File: src/rtl/ar_rd_req_mapper_pkg.sv
// Shared types and constants for the AR read-request mapper: FSM state
// encoding, MRd header constants and the byte-enable helper.
package ar_rd_req_mapper_pkg;

  localparam int ADDR_WIDTH       = 64;
  localparam int AXSIZE_WIDTH     = 3;
  localparam int AXBURST_WIDTH    = 2;
  localparam int ARFIFO_DEPTH     = 16;
  localparam int DEF_ID_WIDTH     = $clog2(ARFIFO_DEPTH);
  localparam int DEF_TAG_WIDTH    = 8;
  localparam int DEF_ARUSER_WIDTH = 4;

  localparam logic [1:0] BURST_FIXED = 2'b00;
  localparam logic [1:0] BURST_INCR  = 2'b01;
  localparam logic [1:0] BURST_WRAP  = 2'b10;

  // ar_user[2:0] marking an entry that completes locally (no TLP needed)
  localparam logic [2:0] USER_LOCAL = 3'b011;

  localparam logic [2:0] MRD_FMT_3DW = 3'b000;
  localparam logic [2:0] MRD_FMT_4DW = 3'b001;
  localparam logic [4:0] MRD_TYPE    = 5'b00000;

  typedef enum logic [2:0] {
    IDLE    = 3'd0,
    CAPTURE = 3'd1,
    CALC    = 3'd2,
    REQ     = 3'd3,
    LOCAL   = 3'd4
  } rd_map_state_e;

  // Returns {LastBE, FirstBE}. A single-DW request folds the end mask into
  // FirstBE and leaves LastBE at zero, as PCIe requires.
  function automatic logic [7:0] first_last_be(input logic [1:0] start_off,
                                               input logic [1:0] end_off,
                                               input logic       single_dw);
    logic [3:0] fbe;
    logic [3:0] lbe;
    fbe = 4'hF << start_off;
    lbe = 4'hF >> (2'd3 - end_off);
    if (single_dw) begin
      fbe = fbe & lbe;
      lbe = 4'h0;
    end
    return {lbe, fbe};
  endfunction

endpackage

File: src/rtl/ar_rd_req_mapper_if.sv
// Bundle between the AR pop FSM / PCIe TX arbiter and the read-request mapper.
//
// Handshakes:
//   rd_atop_en is a level held by the pop FSM (with all ar_* fields stable)
//   until the mapper answers with a single-cycle axi_req_rd_grant.
//   tlp_rd_req/arb_rd_grant: a header is transferred on a cycle where both
//   are high; while tlp_rd_req is high and arb_rd_grant is low, tlp_hdr,
//   tlp_tag and trk_* are held stable.
interface ar_rd_req_mapper_if #(
  parameter int ID_WIDTH     = ar_rd_req_mapper_pkg::DEF_ID_WIDTH,
  parameter int TAG_WIDTH    = ar_rd_req_mapper_pkg::DEF_TAG_WIDTH,
  parameter int ARUSER_WIDTH = ar_rd_req_mapper_pkg::DEF_ARUSER_WIDTH
);
  logic                    rd_atop_en;
  logic [63:0]             ar_addr;
  logic [7:0]              ar_len;
  logic [2:0]              ar_size;
  logic [1:0]              ar_burst;
  logic [ID_WIDTH-1:0]     ar_id;
  logic [ARUSER_WIDTH-1:0] ar_user;
  logic                    axi_req_rd_grant;
  logic                    tlp_rd_req;
  logic                    arb_rd_grant;
  logic [127:0]            tlp_hdr;
  logic [TAG_WIDTH-1:0]    tlp_tag;
  logic [ID_WIDTH-1:0]     trk_id;
  logic                    trk_last;
  logic [12:0]             trk_seg_bytes;

  // The mapper itself
  modport slave (
    input  rd_atop_en, ar_addr, ar_len, ar_size, ar_burst, ar_id, ar_user,
    input  arb_rd_grant,
    output axi_req_rd_grant, tlp_rd_req, tlp_hdr, tlp_tag,
    output trk_id, trk_last, trk_seg_bytes
  );

  // Environment: pop FSM plus arbiter
  modport master (
    output rd_atop_en, ar_addr, ar_len, ar_size, ar_burst, ar_id, ar_user,
    output arb_rd_grant,
    input  axi_req_rd_grant, tlp_rd_req, tlp_hdr, tlp_tag,
    input  trk_id, trk_last, trk_seg_bytes
  );
endinterface

File: src/rtl/ar_rd_req_mapper_mrd_seg_calc.sv
// Combinational sizing of the next MRd segment: byte count limited by the
// remaining burst and the next MRRS boundary, DW length and byte enables.
module mrd_seg_calc
  import ar_rd_req_mapper_pkg::*;
#(
  parameter int MRRS_BYTES = 512
) (
  input  logic [11:0] i_addr_lo,     // cur_addr[11:0]; MRRS <= 4 KB
  input  logic [15:0] i_remaining,   // bytes still to request, never 0 here
  output logic [12:0] o_seg_bytes,
  output logic [9:0]  o_len_dw,      // 1024 DW encodes as 0
  output logic [3:0]  o_first_be,
  output logic [3:0]  o_last_be,
  output logic        o_last_seg
);

  localparam logic [12:0] MRRS      = 13'(MRRS_BYTES);
  localparam logic [11:0] MRRS_MASK = 12'(MRRS_BYTES - 1);

  logic [12:0] w_room;
  logic [12:0] w_seg;
  logic [13:0] w_dw_count;
  logic [1:0]  w_end_off;
  logic [7:0]  w_be;

  // Segment stops at whichever comes first: end of burst or MRRS boundary
  always_comb begin
    w_room     = MRRS - {1'b0, i_addr_lo & MRRS_MASK};
    w_seg      = ({3'd0, w_room} < i_remaining) ? w_room : i_remaining[12:0];
    w_dw_count = ({12'd0, i_addr_lo[1:0]} + {1'b0, w_seg} + 14'd3) >> 2;
    w_end_off  = i_addr_lo[1:0] + w_seg[1:0] - 2'd1;
    w_be       = first_last_be(i_addr_lo[1:0], w_end_off, (w_dw_count == 14'd1));
  end

  assign o_seg_bytes = w_seg;
  assign o_len_dw    = w_dw_count[9:0];
  assign o_first_be  = w_be[3:0];
  assign o_last_be   = w_be[7:4];
  assign o_last_seg  = ({3'd0, w_seg} == i_remaining);

endmodule

File: src/rtl/ar_rd_req_mapper.sv
// Turns one popped AR FIFO entry into a sequence of PCIe MRd headers split
// on MRRS boundaries, hands them to the TX arbiter one at a time and
// returns the pop grant once the final segment is accepted.
module ar_rd_req_mapper
  import ar_rd_req_mapper_pkg::*;
#(
  parameter logic [15:0] REQUESTER_ID = 16'h0100,
  parameter int          MRRS_BYTES   = 512,
  parameter int          TAG_WIDTH    = DEF_TAG_WIDTH,
  parameter int          ID_WIDTH     = DEF_ID_WIDTH
) (
  input  logic                    CLK,
  input  logic                    ARESTn,
  ar_rd_req_mapper_if.slave       bus,
  output rd_map_state_e           dbg_state
);

  rd_map_state_e        r_state;
  rd_map_state_e        w_next;

  // captured entry
  logic [63:0]          r_ar_addr;
  logic [7:0]           r_ar_len;
  logic [2:0]           r_ar_size;
  logic [1:0]           r_ar_burst;
  logic [ID_WIDTH-1:0]  r_id;
  logic                 r_local;

  // segmentation progress and presented header
  logic [15:0]          r_remaining;
  logic [63:0]          r_cur_addr;
  logic [TAG_WIDTH-1:0] r_tag;
  logic [127:0]         r_hdr;
  logic [12:0]          r_seg_bytes;
  logic                 r_last;

  logic                 w_req;
  logic                 w_pop;
  logic [15:0]          w_beats;
  logic [15:0]          w_cap_remaining;
  logic [63:0]          w_wrap_mask;
  logic [63:0]          w_cap_addr;
  logic [2:0]           w_fmt;
  logic [31:0]          w_dw0;
  logic [31:0]          w_dw1;
  logic [31:0]          w_dw2;
  logic [31:0]          w_dw3;

  logic [12:0]          w_seg_bytes;
  logic [9:0]           w_len_dw;
  logic [3:0]           w_first_be;
  logic [3:0]           w_last_be;
  logic                 w_last_seg;

  mrd_seg_calc #(
    .MRRS_BYTES (MRRS_BYTES)
  ) u_seg_calc (
    .i_addr_lo   (r_cur_addr[11:0]),
    .i_remaining (r_remaining),
    .o_seg_bytes (w_seg_bytes),
    .o_len_dw    (w_len_dw),
    .o_first_be  (w_first_be),
    .o_last_be   (w_last_be),
    .o_last_seg  (w_last_seg)
  );

  // Burst byte count and start address; WRAP reads the whole aligned container
  always_comb begin
    w_beats         = {8'd0, r_ar_len} + 16'd1;
    w_cap_remaining = (r_ar_burst == BURST_FIXED) ? (16'd1 << r_ar_size)
                                                  : (w_beats << r_ar_size);
    w_wrap_mask     = {48'd0, w_cap_remaining - 16'd1};
    w_cap_addr      = (r_ar_burst == BURST_WRAP) ? (r_ar_addr & ~w_wrap_mask)
                                                 : r_ar_addr;
  end

  // MRd header for the current segment; DW0 sits in tlp_hdr[127:96]
  always_comb begin
    w_fmt = (r_cur_addr[63:32] == 32'd0) ? MRD_FMT_3DW : MRD_FMT_4DW;
    // TC, Attr, TH, TD, EP, AT and reserved bits are all zero
    w_dw0 = {w_fmt, MRD_TYPE, 14'd0, w_len_dw};
    w_dw1 = {REQUESTER_ID, 8'(r_tag), w_last_be, w_first_be};
    if (w_fmt == MRD_FMT_3DW) begin
      w_dw2 = {r_cur_addr[31:2], 2'b00};
      w_dw3 = 32'd0;
    end else begin
      w_dw2 = r_cur_addr[63:32];
      w_dw3 = {r_cur_addr[31:2], 2'b00};
    end
  end

  // State register
  always_ff @(posedge CLK or negedge ARESTn) begin
    if (!ARESTn) begin
      r_state <= IDLE;
    end else begin
      r_state <= w_next;
    end
  end

  // Next state plus request/pop-grant decode
  always_comb begin
    w_next = r_state;
    w_req  = 1'b0;
    w_pop  = 1'b0;
    case (r_state)
      IDLE: begin
        if (bus.rd_atop_en) w_next = CAPTURE;
      end
      CAPTURE: begin
        w_next = r_local ? LOCAL : CALC;
      end
      CALC: begin
        w_next = REQ;
      end
      REQ: begin
        w_req = 1'b1;
        if (bus.arb_rd_grant) begin
          if (r_last) begin
            w_pop  = 1'b1;
            w_next = IDLE;
          end else begin
            w_next = CALC;
          end
        end
      end
      LOCAL: begin
        w_pop  = 1'b1;
        w_next = IDLE;
      end
      default: w_next = IDLE;
    endcase
  end

  // Entry capture, segment bookkeeping and header registration
  always_ff @(posedge CLK or negedge ARESTn) begin
    if (!ARESTn) begin
      r_ar_addr   <= '0;
      r_ar_len    <= '0;
      r_ar_size   <= '0;
      r_ar_burst  <= '0;
      r_id        <= '0;
      r_local     <= 1'b0;
      r_remaining <= '0;
      r_cur_addr  <= '0;
      r_tag       <= '0;
      r_hdr       <= '0;
      r_seg_bytes <= '0;
      r_last      <= 1'b0;
    end else begin
      case (r_state)
        IDLE: begin
          if (bus.rd_atop_en) begin
            r_ar_addr  <= bus.ar_addr;
            r_ar_len   <= bus.ar_len;
            r_ar_size  <= bus.ar_size;
            r_ar_burst <= bus.ar_burst;
            r_id       <= bus.ar_id;
            r_local    <= (bus.ar_user[2:0] == USER_LOCAL);
          end
        end
        CAPTURE: begin
          r_remaining <= w_cap_remaining;
          r_cur_addr  <= w_cap_addr;
        end
        CALC: begin
          r_hdr       <= {w_dw0, w_dw1, w_dw2, w_dw3};
          r_seg_bytes <= w_seg_bytes;
          r_last      <= w_last_seg;
        end
        REQ: begin
          if (bus.arb_rd_grant) begin
            r_tag       <= r_tag + 1'b1;
            r_remaining <= r_remaining - {3'd0, r_seg_bytes};
            r_cur_addr  <= r_cur_addr + {51'd0, r_seg_bytes};
          end
        end
        default: ;
      endcase
    end
  end

  assign bus.tlp_rd_req       = w_req;
  assign bus.axi_req_rd_grant = w_pop;
  assign bus.tlp_hdr          = r_hdr;
  assign bus.tlp_tag          = r_tag;
  assign bus.trk_id           = r_id;
  assign bus.trk_last         = r_last;
  assign bus.trk_seg_bytes    = r_seg_bytes;
  assign dbg_state            = r_state;

endmodule

File: src/flat_wrapper.sv
// flat-port wrapper written by rule: the top's interface ports become plain ports
module ar_rd_req_mapper_flat import ar_rd_req_mapper_pkg::*;
#(
  parameter logic [15:0] REQUESTER_ID = 16'h0100,
  parameter int          MRRS_BYTES   = 512,
  parameter int          TAG_WIDTH    = DEF_TAG_WIDTH,
  parameter int          ID_WIDTH     = DEF_ID_WIDTH
)
  (CLK, ARESTn, dbg_state, bus_rd_atop_en, bus_ar_addr, bus_ar_len, bus_ar_size, bus_ar_burst, bus_ar_id, bus_ar_user, bus_arb_rd_grant, bus_axi_req_rd_grant, bus_tlp_rd_req, bus_tlp_hdr, bus_tlp_tag, bus_trk_id, bus_trk_last, bus_trk_seg_bytes);
  ar_rd_req_mapper_if #(.ID_WIDTH(ID_WIDTH), .TAG_WIDTH(TAG_WIDTH), .ARUSER_WIDTH((DEF_ARUSER_WIDTH))) bus_i ();
  input  logic CLK;
  input  logic ARESTn;
  output rd_map_state_e dbg_state;
  input wire logic [$bits(bus_i.rd_atop_en)-1:0] bus_rd_atop_en;
  input wire logic [$bits(bus_i.ar_addr)-1:0] bus_ar_addr;
  input wire logic [$bits(bus_i.ar_len)-1:0] bus_ar_len;
  input wire logic [$bits(bus_i.ar_size)-1:0] bus_ar_size;
  input wire logic [$bits(bus_i.ar_burst)-1:0] bus_ar_burst;
  input wire logic [$bits(bus_i.ar_id)-1:0] bus_ar_id;
  input wire logic [$bits(bus_i.ar_user)-1:0] bus_ar_user;
  input wire logic [$bits(bus_i.arb_rd_grant)-1:0] bus_arb_rd_grant;
  output wire logic [$bits(bus_i.axi_req_rd_grant)-1:0] bus_axi_req_rd_grant;
  output wire logic [$bits(bus_i.tlp_rd_req)-1:0] bus_tlp_rd_req;
  output wire logic [$bits(bus_i.tlp_hdr)-1:0] bus_tlp_hdr;
  output wire logic [$bits(bus_i.tlp_tag)-1:0] bus_tlp_tag;
  output wire logic [$bits(bus_i.trk_id)-1:0] bus_trk_id;
  output wire logic [$bits(bus_i.trk_last)-1:0] bus_trk_last;
  output wire logic [$bits(bus_i.trk_seg_bytes)-1:0] bus_trk_seg_bytes;
  assign bus_i.rd_atop_en = bus_rd_atop_en;
  assign bus_i.ar_addr = bus_ar_addr;
  assign bus_i.ar_len = bus_ar_len;
  assign bus_i.ar_size = bus_ar_size;
  assign bus_i.ar_burst = bus_ar_burst;
  assign bus_i.ar_id = bus_ar_id;
  assign bus_i.ar_user = bus_ar_user;
  assign bus_i.arb_rd_grant = bus_arb_rd_grant;
  assign bus_axi_req_rd_grant = bus_i.axi_req_rd_grant;
  assign bus_tlp_rd_req = bus_i.tlp_rd_req;
  assign bus_tlp_hdr = bus_i.tlp_hdr;
  assign bus_tlp_tag = bus_i.tlp_tag;
  assign bus_trk_id = bus_i.trk_id;
  assign bus_trk_last = bus_i.trk_last;
  assign bus_trk_seg_bytes = bus_i.trk_seg_bytes;
  ar_rd_req_mapper #(.REQUESTER_ID(REQUESTER_ID), .MRRS_BYTES(MRRS_BYTES), .TAG_WIDTH(TAG_WIDTH), .ID_WIDTH(ID_WIDTH)) u_core (.CLK(CLK), .ARESTn(ARESTn), .bus(bus_i), .dbg_state(dbg_state));
endmodule
File: config.mk
export PLATFORM = sky130hd
export DESIGN_NAME = ar_rd_req_mapper_flat
export DESIGN_NICKNAME = d
export VERILOG_FILES = /design/src/rtl/ar_rd_req_mapper_pkg.sv /design/src/rtl/ar_rd_req_mapper_if.sv /design/src/rtl/ar_rd_req_mapper_mrd_seg_calc.sv /design/src/rtl/ar_rd_req_mapper.sv /design/src/flat_wrapper.sv
export SDC_FILE = /design/constraint.sdc
export NUM_CORES = 1
export LEC_CHECK = 0
export CORE_AREA = 2 2 203 205
export CTS_BUF_LIST = sky130_fd_sc_hd__clkbuf_4 sky130_fd_sc_hd__clkbuf_8 sky130_fd_sc_hd__clkbuf_16
export CTS_CLUSTER_SIZE = 8
export DETAILED_ROUTE_END_ITERATION = 16
export DIE_AREA = 0 0 205 207
export GPL_ROUTABILITY_DRIVEN = 0
export GPL_TIMING_DRIVEN = 0
export PLACE_DENSITY = 0.7
export SLEW_MARGIN = 20
export SYNTH_ARGS = -nofsm -noshare
export SYNTH_HDL_FRONTEND = slang
export SYNTH_HIERARCHICAL = 1
export SYNTH_SLANG_ARGS = --single-unit
File: constraint.sdc
create_clock -name CLK -period 7.6 [get_ports CLK]
set_input_delay 0.76 -clock CLK [delete_from_list [all_inputs] [get_ports CLK]]
set_output_delay 0.76 -clock CLK [all_outputs]
set_load 0.03 [all_outputs]
After elaboration in Yosys (flattened, before gate mapping)
Index checks and enable logic that the tools add are counted.
- register bits after elaboration: 281
- input bits: 89
- output and inout bits: 159
- logic and storage cells: 72
- $add $sub $neg: 11
- order comparisons: 1
- equality and inequality tests: 10
- shifts and indexed selects: 4
- muxes and demuxes: 21
- bitwise gates (word level): 3
- reduce and logical (&&, ||, !) cells: 9
- operators with widths (kind ; count):
    2-to-1 mux 64 bit ; 2
    one-hot mux 64 bit (2 select lines) ; 1
    adder 64 x 13 -> 64 bit ; 1
    AND 64 bit ; 1
    2-to-1 mux 32 bit ; 2
    NOT 16 -> 64 bit ; 1
    logical NOT 32 bit ; 1
    2-to-1 mux 16 bit ; 2
    one-hot mux 16 bit (2 select lines) ; 1
    == test 13 x 16 -> 1 bit ; 1
    < comparator 13 x 16 -> 1 bit ; 1
    left shift 1 x 3 -> 16 bit, first input constant ; 1
    left shift 16 x 3 -> 16 bit ; 1
    subtractor 16 x 1 -> 16 bit, second input constant ; 1
    subtractor 16 x 13 -> 16 bit ; 1
    adder 14 x 2 -> 14 bit, second input constant ; 1
    adder 2 x 13 -> 14 bit ; 1
    2-to-1 mux 13 bit ; 1
    == test 12 x 1 -> 1 bit, second input constant ; 1
    one-hot mux 3 bit (4 select lines) ; 1
    subtractor 10 x 9 -> 11 bit, first input constant ; 1
    adder 8 x 1 -> 9 bit, second input constant ; 1
    == test 3 x 2 -> 1 bit, second input constant ; 3
    2-to-1 mux 3 bit ; 3
    other kinds (19) ; 28

Depth between registers and ports, before layout
- depth in word-level cells: 9
- mapped depth: 28
- mapped depth without buffers: 26

Hierarchy
Netlist, hierarchy kept.
- modules (own cells, without submodules) (module ; instances ; cells an instance ; area each (µm²) ; sequential area each (µm²)):
    ar_rd_req_mapper ; 1 ; 1585 ; 14635.3 ; 6931.6
    mrd_seg_calc ; 1 ; 176 ; 1305.0 ; 0.0

Least setup slack after synthesis
OpenSTA, ideal clock, no wires.
- path kind: flip-flop to flip-flop
- start: register u_core.r_cur_addr[0]
- end: register u_core.r_hdr[65] (netlist: u_core/bus.tlp_hdr[65])
- library setup time: 0.117 ns
- data arrival time: 5.357 ns
- required time: 7.483 ns
- path slack: 2.126 ns
- stages on the path, launching flop included: 28
- buffers on the path: 2
- clock period less this slack: 5.474 ns
- cell sequence: dfrtp_1 inv_1 ha_1 nor4b_2 nand2_1 xnor2_1 inv_1 ha_1 nand3_1 a211oi_1 a2111oi_2 nor2_2 clkbuf_1 nor2_1 a21oi_1 ha_1 inv_1 ha_1 fa_1 buf_1 nand2b_1 nor4b_1 a31oi_1 mux2i_1 nor3b_1 a41oi_1 nand2_1 nand2_1
- elaborated cells on any way between the ends: 13
- those cells by class: add/sub (6); order compare (1); eq/ne (1); shift (2); mux (2); bitwise (1)
- RTL lines (what ; line ; source):
    start: declaration ; ar_rd_req_mapper.sv:31 ; logic [63:0] r_cur_addr;
    start signal: assignment ; ar_rd_req_mapper.sv:164 ; r_cur_addr <= w_cap_addr;
    start signal: assignment ; ar_rd_req_mapper.sv:175 ; r_cur_addr <= r_cur_addr + {51'd0, r_seg_bytes};
    subtractor 10 x 9 -> 11 bit ; ar_rd_req_mapper_mrd_seg_calc.sv:28 ; w_room = MRRS - {1'b0, i_addr_lo & MRRS_MASK};
    < comparator 13 x 16 -> 1 bit ; ar_rd_req_mapper_mrd_seg_calc.sv:29 ; w_seg = ({3'd0, w_room} < i_remaining) ? w_room : i_remaining[12:0];
    2-to-1 mux 13 bit ; ar_rd_req_mapper_mrd_seg_calc.sv:29 ;
    adder 2 x 13 -> 14 bit (*) ; ar_rd_req_mapper_mrd_seg_calc.sv:30 ; w_dw_count = ({12'd0, i_addr_lo[1:0]} + {1'b0, w_seg} + 14'd3) >> 2;
    adder 14 x 2 -> 14 bit (*) ; ar_rd_req_mapper_mrd_seg_calc.sv:30 ;
    named net u_core.w_len_dw[7] ; ar_rd_req_mapper.sv:50 ; logic [9:0] w_len_dw;
    == test 12 x 1 -> 1 bit (*) ; ar_rd_req_mapper_mrd_seg_calc.sv:32 ; w_be = first_last_be(i_addr_lo[1:0], w_end_off, (w_dw_count == 14'd1));
    2-to-1 mux 4 bit (*) ; ar_rd_req_mapper_pkg.sv:41 ; if (single_dw) begin
    named net u_core.w_first_be[1] ; ar_rd_req_mapper.sv:51 ; logic [3:0] w_first_be;
    end signal: assignment ; ar_rd_req_mapper.sv:167 ; r_hdr <= {w_dw0, w_dw1, w_dw2, w_dw3};
    end: declaration ; ar_rd_req_mapper.sv:33 ; logic [127:0] r_hdr;
Mark *: on every way through the listed nets, which the timed path passes. The rest lies on a longest branch.
A chain may end at the register's enable or synchronous reset.

Worst setup path in the final report
Ends and elaborated chain as after synthesis.

==> impl_summary.txt <==
----------------------------------------------------
[Run status]
  Status ... finished clean

[Timing]
  Time the worst path needs with I/O delays and setup ... just under 7 ns
  Setup TNS after final layout ... 0 ns
  Worst clock skew ... 0.0134 ns
  Min setup slack post-route ... between 0.7 and 0.8 ns
  Transition time at the pin with the least slew margin ... 1.00 ns
  Unrepaired setup endpoints after global routing ... false
  Worst-case hold slack ... 0.206 ns
  Final cycle utilization of the critical path ... 0.901
  Worst slew margin relative to its limit ... 0.331
  Max-slew violation count ... 0
  Setup Viol. Count Final ... 0
  Max Clock Freq ... between 100 and 150 MHz
  Fin. Hold Viols ... 0

[Placement]
  Dpl ws ... between 0.9 and 1 ns
  DP Area ... 18900 um^2
  DP HPWL ... about 41000 um
  Port bufs ... approximately 210

[Layout]
  Count of antenna diodes in the layout ... 0
  Fill cells ... 3799
  Final Net Count ... ~2200
  Design Area, Final ... 20000 um^2
  Fraction of layout cells with a size suffix above 1 ... 0.103
  Synthesis-to-layout area growth ... 25.3%

[Critical path]
  Critical Path Fanout Max ... 10
  Worst reg2reg startpoint ... u_core/r_cur_addr[0]
  Worst Path Class, Setup ... reg -> reg
  Crit path arrival time ... about 7.3 ns
  CP startpoint ... u_core/r_cur_addr[0]
  Element type at the critical path start ... register
  Required time of the worst setup path ... roughly 8.0 ns
  Worst reg-to-reg setup slack ... about 0.75 ns
  Capturing element type of the critical path ... register

[Detailed routing]
  DR pass1 iterations ... 6
  Average detailed-routed wire length per instance ... 21.1 um
  Via-per-instance ratio ... 5.83
  Number of DRC markers in iteration 0 ... ~1700
  Vias after detailed routing ... 15100
  Antenna Nets Post-Route ... 0
  Number of remaining DRC errors ... 0
  Routed wire length ... 54700 um

[Die]
  Core footprint ... between 40000 and 50000 um^2
  Height of the die ... just over 200 um
  Number of ports placed on the die boundary ... roughly 250
  Std cell rows ... 74
  Horizontal extent of the die ... between 200 and 250 um
  Initial core utilization ... 0.395
  Die area ... approximately 42000 um^2

[Global routing]
  Grt ovf ... 0
  First-pass GRT wire length ... around 84000 um
  Initial antenna violation count ... 0
  Vias in the first global route ... ~15000
  Maximum number of pins on one net before global-route repair ... 99
  Total global-route track usage ... 0.254

[Pwr]
  Power Total ... roughly 11 mW
  Static leakage ... 8.45 nW
  VDD IR-drop max ... 249 uV
  Pwr/cell area ... 530 nW/um^2

[Synthesis]
  List of most frequent post-synthesis cells ... 305 x nand2_1, 277 x dfrtp_1, 129 x o21ai_0
  Portion of synthesized cell area occupied by the leading cell type ... 0.435
  Area of the mapped netlist ... between 15000 and 20000 um^2
  Sequential fraction of the synthesis area ... 0.435
  Commonest register cell after synthesis ... dfrtp_1
  Area leader, netlist ... dfrtp_1
  Most used standard cell by instance count after synthesis ... nand2_1
  Flop and latch count out of synthesis ... approximately 280
  Number of enable flip-flop cells after synthesis ... 0
  Synth warn ... 6
  FFs w/ async S/R, synth ... 1.00
  Gate count of the mapped netlist ... between 1500 and 2000
  Top area cells in the synthesized netlist ... dfrtp_1 43%, nand2_1 7.2%, mux2_2 6.1%
  Count of unique library cells instantiated by Yosys ... 91
  Avg Synthesized Cell Area ... between 9 and 10 um^2

[CTS]
  Clk pin slew, worst setup/hold paths ... approximately 0.050 ns
  Sink count of the clock tree ... about 280
  Clock tree from TritonCTS ... built
  Buffer levels on the longest clock path ... 3
  Clock buffers created by TritonCTS ... 40
  Latest clock arrival within the worst-skew pair ... 0.54 ns
  Number of levels in the clock H-tree ... 2
  Number of buffers inserted by hold repair at cts ... 0
  Buffer type at the clock tree root ... clkbuf_16
  Post-CTS setup-driven buffer insertion count ... 0
  Post-cts resize count ... 0

[Flow run]
  Number of max-capacitance violations reported ... 0

[Min path]
  Class of the tightest hold or removal check ... in -> async

----------------------------------------------------
## metal layers
metal | vias up | GRT usage | part of all wire
met3 | 154 | 0.0614 | 0.11
met1 | 7242 | 0.358 | 0.42
met5 | - | 0 | 0
met2 | 905 | 0.375 | 0.43
met4 | 0 | 0.101 | 0.039
li1 | 6786 | - | -
## sequential cells by signal, indices dropped and copies added, names as in the netlist, 4 cells and up
name	count
u_core/bus.trk_id	4
u_core/r_ar_len	8
u_core/r_remaining	16
u_core/r_cur_addr	64
u_core/r_ar_addr	64
u_core/bus.trk_seg_bytes	13
u_core/bus.tlp_hdr	90
u_core/bus.tlp_tag	8
## critical path, cell delays in order, from the launching register on
cell and delay (ns):
dfrtp_1 0.52, inv_1 0.19, ha_1 0.33, nor4b_2 0.36, nand2_1 0.11, xnor2_1 0.33
inv_1 0.13, ha_1 0.31, nand3_1 0.11, a211oi_1 0.31, a2111oi_2 0.19, nor2_2 0.41
clkbuf_1 0.46, nor2_1 0.08, a21oi_1 0.20, ha_1 0.18, inv_1 0.04, ha_1 0.20
fa_1 0.37, buf_1 0.26, nand2b_1 0.18, nor4b_1 0.07, a31oi_1 0.18, mux2i_1 0.12
nor3b_1 0.68, a41oi_1 0.22, nand2_1 0.11, nand2_1 0.06
## final timing paths
check | endpoint | depth (start not counted)
min | u_core/bus.tlp_hdr[88] | 1
min reg2reg | u_core/bus.tlp_hdr[88] | 1
max reg2reg | u_core/bus.tlp_hdr[65] | 27
max | u_core/bus.tlp_hdr[65] | 27
max in group asynchronous | u_core/r_ar_size[1] | 3
min in group CLK | u_core/bus.tlp_hdr[88] | 1
## cell families (layout without fill, tap and decap cells)
kind of cell / after synthesis / in the layout / share of synthesized area
other: 2 / 42 / 0.000471
xor gates and xnor gates: 61 / 61 / 0.0335
AOI/OAI and AO/OA: 450 / 450 / 0.183
adders and majority gates: 47 / 47 / 0.0383
buffers and inverters: 196 / 451 / 0.0571
muxes: 93 / 93 / 0.0660
DFF: 277 / 277 / 0.435
and+or+nand+nor: 635 / 635 / 0.187
## power breakdown
| part | internal (mW) | switching [mW] |
|---|---|---|
| Sequential | 2.16 | 0.809 |
| Combinational | 2.28 | 3.74 |
| Clock | 0.959 | 0.628 |
## metrics by stage
| stage | cells | util |
|---|---|---|
| 6_report | 2588 | 0.495 |
| 5_1_grt | 2588 | 0.495 |
| 4_1_cts | 2588 | 0.495 |
| 3_5_place_dp | 2543 | 0.468 |
| 3_3_place_gp | 2541 | 0.467 |
| 2_1_floorplan | 1801 | - |
## cells in the final DEF, fill, tap and decap left out, types with 13 or more instances in the layout
cell             Yosys  final
nand2_1            305    305
dfrtp_1            277    277
clkdlybuf4s50_1      0    207
o21ai_0            129    129
a21oi_1            112    112
nor2_1              97     97
mux2_2              87     87
clkbuf_1            84     84
nand3_1             59     59
inv_1               57     57
xnor2_1             45     45
buf_4               44     44
ha_1                44     44
conb_1               2     42
clkbuf_16            0     41
nor3_1              29     29
o22ai_1             23     23
a31oi_1             23     23
and3_1              20     20
nand4_1             18     18
o211ai_1            18     18
xor2_1              16     16
o311ai_0            16     16
nand2b_1            15     15
nor2b_1             15     15
a21o_1              14     14
nor4_1              13     13
## cell type report
class                           count  area, um^2  area share
Multi-Input combinational cell   1328        8250       0.413
Sequential cell                   277        6930       0.347
Timing Repair Buffer              210        2140       0.107
Clock buffer                       43        1050      0.0524
Buffer                            139         697      0.0349
Tap cell                          532         666      0.0333
Inverter                           57         214      0.0107
Clock inverter                      2        17.5    0.000877
Power figures use the tool's default switching activity.
